File: src/rtl/thor2023_pma_checker_pkg.sv
// Shared types for the physical-memory-attribute checker.
//   pma_cause_t : 3-bit fault cause reported with every response
//   pma_acc_t   : 2-bit access type carried with every request
//   RWX_*       : bit positions inside a region attribute rwx nibble
//   REGION_AT   : per-operating-mode attribute entry (rwx + dev_type)
//   REGION      : region record returned by the active-region selector
package thor2023_pma_checker_pkg;

   typedef enum logic [2:0] {
      PMA_NONE      = 3'd0,
      PMA_RGN_ERR   = 3'd1,
      PMA_NO_ACCESS = 3'd2,
      PMA_RD_VIOL   = 3'd3,
      PMA_WR_VIOL   = 3'd4,
      PMA_EX_VIOL   = 3'd5,
      PMA_BAD_ACC   = 3'd6
   } pma_cause_t;

   typedef enum logic [1:0] {
      PMA_ACC_RD  = 2'd0,
      PMA_ACC_WR  = 2'd1,
      PMA_ACC_EX  = 2'd2,
      PMA_ACC_RSV = 2'd3
   } pma_acc_t;

   localparam int unsigned RWX_C = 3;   // cacheable
   localparam int unsigned RWX_R = 2;   // readable
   localparam int unsigned RWX_W = 1;   // writable
   localparam int unsigned RWX_X = 0;   // executable

   // dev_type value marking a region that may not be touched at all
   localparam logic [7:0] DEV_NO_ACCESS = 8'hFF;

   typedef struct packed {
      logic [7:0] dev_type;
      logic [3:0] rwx;
   } REGION_AT;

   // One attribute entry per operating mode, indexed by om
   typedef struct packed {
      REGION_AT [3:0] at;
   } REGION;

endpackage

File: src/rtl/thor2023_pma_perm.sv
// Combinational permission decode for one access against one attribute entry.
// Shared with the instruction-fetch path.
//   at         : attribute entry already selected for the operating mode
//   region_err : selector reported an error for this region
//   acc        : access type
//   cause      : highest-priority cause (RGN_ERR > NO_ACCESS > BAD_ACC > R/W/X)
//   fault      : cause != NONE
//   cacheable  : rwx cacheable bit, reported regardless of fault
module thor2023_pma_perm
   import thor2023_pma_checker_pkg::*;
(
   input  REGION_AT   at,
   input  logic       region_err,
   input  pma_acc_t   acc,
   output pma_cause_t cause,
   output logic       fault,
   output logic       cacheable
);

   always_comb begin
      cause = PMA_NONE;
      if (region_err) begin
         cause = PMA_RGN_ERR;
      end else if (at.dev_type == DEV_NO_ACCESS) begin
         cause = PMA_NO_ACCESS;
      end else begin
         case (acc)
            PMA_ACC_RD: if (!at.rwx[RWX_R]) cause = PMA_RD_VIOL;
            PMA_ACC_WR: if (!at.rwx[RWX_W]) cause = PMA_WR_VIOL;
            PMA_ACC_EX: if (!at.rwx[RWX_X]) cause = PMA_EX_VIOL;
            default:    cause = PMA_BAD_ACC;
         endcase
      end
   end

   assign fault     = (cause != PMA_NONE);
   assign cacheable = at.rwx[RWX_C];

endmodule

File: config.mk
export PLATFORM = sky130hd
export DESIGN_NAME = thor2023_pma_perm
export DESIGN_NICKNAME = d
export VERILOG_FILES = /design/src/rtl/thor2023_pma_checker_pkg.sv /design/src/rtl/thor2023_pma_perm.sv
export SDC_FILE = /design/constraint.sdc
export NUM_CORES = 1
export LEC_CHECK = 0
export BUFFER_PORTS_ARGS = -buffer_cell sky130_fd_sc_hd__buf_2
export CORE_AREA = 5 5 42 44
export DETAILED_ROUTE_END_ITERATION = 12
export DIE_AREA = 0 0 47 49
export PLACE_DENSITY_LB_ADDON = 0.1
export SYNTH_ARGS = -nofsm -noshare
export SYNTH_HDL_FRONTEND = slang
export SYNTH_SLANG_ARGS = --single-unit
File: constraint.sdc
create_clock -name vclk -period 3.5
set_input_delay 1.05 -clock vclk [all_inputs]
set_output_delay 1.05 -clock vclk [all_outputs]
set_load 0.05 [all_outputs]
# Yosys cells after proc, flatten, opt, wreduce, memory -nomap -nowiden
# Cells that the tools add are included.
[op_classes]
n_eq_ne = 3
mux = 6
n_reduce_logical = 2
[ops]
columns = ["operator", "count"]
rows = [
  ["$mux W3", 4],
  ["$pmux W3 S3", 1],
  ["$eq A8 B8 Y1 const B", 1],
  ["$reduce_bool A3 Y1", 1],
  ["$eq A2 B1 Y1 const B", 1],
  ["$eq A2 B2 Y1 const B", 1],
  ["$logic_not A2 Y1", 1],
  ["$mux W2", 1],
]
[totals]
regBits = 0
input_bits = 15
output_inout_bits = 5

# Logic depth before layout (Yosys ltp)
[logic_depth]
depth_word = 5
ltp_mapped = 3

# Least setup slack after synthesis
# No wires, ideal clock.
[synth_timing]
path_type = "input to output"
start = "in acc[1]"
end = "out cause[0]"
arrival_ns = 2.530
required_time_ns = 2.450
setup_slack_ns = -0.080
stages = 2
n_path_buf = 0
path_cell_list = "mux2_1 -> o31ai_1"
[synth_via]
elab_chain_len = 4
word_cells_on_any_way = 6
[synth_rtl]
columns = ["element", "line", "source"]
rows = [
  ["start: declaration", "thor2023_pma_perm.sv:14", "input pma_acc_t acc,"],
  ["$eq A2 B2 Y1, or another cell as far along", "thor2023_pma_perm.sv:27", "case (acc)"],
  ["$pmux W3 S3 (*)", "thor2023_pma_perm.sv:27", ""],
  ["$mux W3 (*)", "thor2023_pma_perm.sv:24", "end else if (at.dev_type == DEV_NO_ACCESS) begin"],
  ["$mux W3 (*)", "thor2023_pma_perm.sv:22", "if (region_err) begin"],
  ["end: declaration", "thor2023_pma_perm.sv:15", "output pma_cause_t cause,"],
]
# Mark *: on every way between the ends. The rest lies on a longest branch, timed or not.

# Final worst setup path
# Ends and elaborated chain as after synthesis.

==> flow_summary_export.csv <==
group,metric,value,unit
sta,minimum_setup_slack_in_the_final_design,451,ps
floorplan,design.portCount,20,
finish,sequential_cell_area_in_the_final_layout,0,sq um
sta,finalCritPeriodShare,87.1,%
sta,setup-tns-final,0,ps
place,dpl_worst_slack,434,ps
critical_path,setup.worst_path.class,"input port to primary output",
logic_synthesis,number_of_instances_in_the_synthesized_netlist,17,
finish,seq_cells,0,
critical_path,critPathMostFrequentCell,"buf_2",
logic_synthesis,syn_std_cell_area,121,sq um
finish,fin_nets,51,
critical_path,worst_setup_path_startpoint,"acc[1]",
grt,grt_start_max_net_pins,8,
grt,grt_usage,4.07,%
drt,drcViolationCount,0,
drt,routed_wirelength,485,um
place,dp.final_hpwl,465,um
logic_synthesis,nets_in_the_synthesized_netlist,32,
critical_path,crit_chain,"buf_2, mux2_1, o31ai_2, buf_2",
finish,multi_input_comb_area,115,sq um
critical_path,critical_path.endpoint_type,"primary output",
critical_path,worst-endpoint-arrival,2000,ps
outcome,run_status,"complete, no violations",
floorplan,dieHeight,49,um
critical_path,worst-endpoint-required,2450,ps
min_path,min_path_type,"input port to primary output",
sta,worst_slew_pin_slew,319,ps
sta,maxClockFrequency,328,MHz
logic_synthesis,synth.top_cells.by_area,"nand2b_4 11%, nand4_1 10%, nor2b_1 10%",
min_path,hold_path_startpoint,"at[3]",
logic_synthesis,synth_area_leader_cell,"nand2b_4",
drt,first_pass_iteration_count_of_the_detailed_router,1,
finish,proportion_of_layout_cells_with_a_drive_suffix_above_1,58.8,%
logic_synthesis,synth_cell_types,14,
floorplan,die_width,47,um
drt,topRoutingLayerUsed,"met3",
critical_path,cpPeakStageDelay,340,ps
drt,viasPerCell,3.86,
power,power_report.internal_total,13.0,uW
drt,route.layer.met1.wl,176,um
grt,globalRouteOverflowTotal,0,
power,pwr_density_cell,144,nW/um^2
finish,syn2layout_area_growth,88.7,%
floorplan,placement_rows,14,
place,finalWeightedCongestion,0.596,
drt,met3_length,60,um
power,seqPwrFrac,0,%
drt,met2RoutedLength,248,um
power,power_frac_comb,100.0,%
floorplan,area_of_the_die,2300,sq um
drt,route.detailed.wl_per_inst,9.70,um
logic_synthesis,avgSynthCellArea,7.14,sq um
power,ir_worst_vdd,0.0222,mV
finish,post-route-util,16.3,%
critical_path,crit_start_category,"input port",
place,port_buffers,18,
logic_synthesis,synth_seq_area_share,0,%
critical_path,crit_slowest_cell,"mux2_1",
finish,num-clock-buffers,0,
drt,route.vias.total,193,
sta,slew-limit-headroom,78.6,%
grt,antenna_found_initial,0,
power,reported_net_switching_power,20.1,uW
power,clkPwrFrac,0,%
grt,first_global_vias,194,
power,p_sw_share,60.7,%
run,max_cap_viol_count,0,
sta,slew_viol_final,0,
finish,num_antenna_cells,0,
logic_synthesis,synth_top_area_share,11.3,%
floorplan,start_util,8.66,%
clock_network,cts_hold_buf,0,
sta,timing.final.hold_violations,0,
sta,setup_viol,0,
critical_path,timing.critical_path.fanout_max,6,
drt,route.antenna.remaining_nets,0,
sta,layout_min_cycle_time,3050,ps
clock_network,cts-resized-gates,0,
clock_network,cts_setup_buffers,0,
finish,n_fill_cell,178,
power,cellLeakagePower,0.117,nW
drt,drt_iter0_drc,0,
floorplan,core_ar,1400,sq um
logic_synthesis,synth_warnings,0,
grt,grt_pass1_wl,759,um
sta,rsz0062_at_grt,"no",
-- per-layer routing --
metal | up-vias | GRT usage (%)
met2 | 12 | 8.14
met5 | - | 0
met1 | 80 | 4.57
li1 | 101 | -
met3 | 0 | 0.369
met4 | 0 | 0
-- power by group through the flow --
stage / combinational [mW] / clock (mW) / sequential, mW
finish: 0.0330 / 0 / 0
global route: 0.0355 / 0 / 0
CTS: 0.0336 / 0 / 0
detailed placement: 0.0335 / 0 / 0
global placement: 0.0333 / 0 / 0
floorplan: 0.0225 / 0 / 0
-- through the flow --
stage / cells / hold WS [ps] / instance area (sq um) / power (mW)
after global placement: 50 / 2100 / 229 / 0.0333
after global routing: 50 / 2100 / 229 / 0.0355
after CTS: 50 / 2100 / 229 / 0.0336
after floorplan: 17 / 2270 / 126 / 0.0225
final: 50 / 2100 / 229 / 0.0330
after detailed placement: 50 / 2100 / 229 / 0.0335
-- path summary, 6_finish.rpt --
check	end	slack (ps)	cells after the start
worst max-delay path	cause[0]	450	4
worst min-delay path	cacheable	2100	0
-- layout make-up --
| cell class | instances | area share (%) |
|---|---|---|
| Timing Repair Buffer | 18 | 39.3 |
| Inverter | 1 | 1.64 |
| Multi-Input combinational cell | 15 | 50.3 |
| Tap cell | 16 | 8.74 |
-- layout by cell type (no fill, tap or decap) --
cell type | synthesis | final
a2111o_1 | 1 | 1
a21oi_1 | 1 | 1
o21a_1 | 1 | 1
nor2_1 | 1 | 1
buf_2 | 0 | 18
nor2b_1 | 2 | 2
inv_1 | 1 | 1
nand2b_4 | 1 | 1
nor3_1 | 2 | 2
a21o_1 | 1 | 1
mux2_1 | 1 | 1
nand4_1 | 2 | 2
o31ai_2 | 0 | 1
a211oi_1 | 1 | 1
-- cell usage after synthesis --
library cell and count:
nand2b_4 1, nor3_1 2, mux2_1 1, a21oi_1 1
o21a_1 1, a211oi_1 1, nor2_1 1, a2111o_1 1
inv_1 1, nor2b_1 2, a21o_1 1, nand4_1 2
o31ai_1 1, buf_4 1
-- critical path: cells and delay by family --
family / cells / cell delay [ps]
AO/OA/AOI/OAI: 1 / 170
multiplexers: 1 / 340
buffers and inverters: 2 / 430
-- kinds of logic after synthesis --
logic type | Yosys count | share of synthesized area [%]
AOI/OAI and AO/OA | 6 | 38.1
buffers and inverters | 2 | 9.28
muxes | 1 | 9.28
and+or+nand+nor | 8 | 43.3
(Power assumes the default switching activity.)
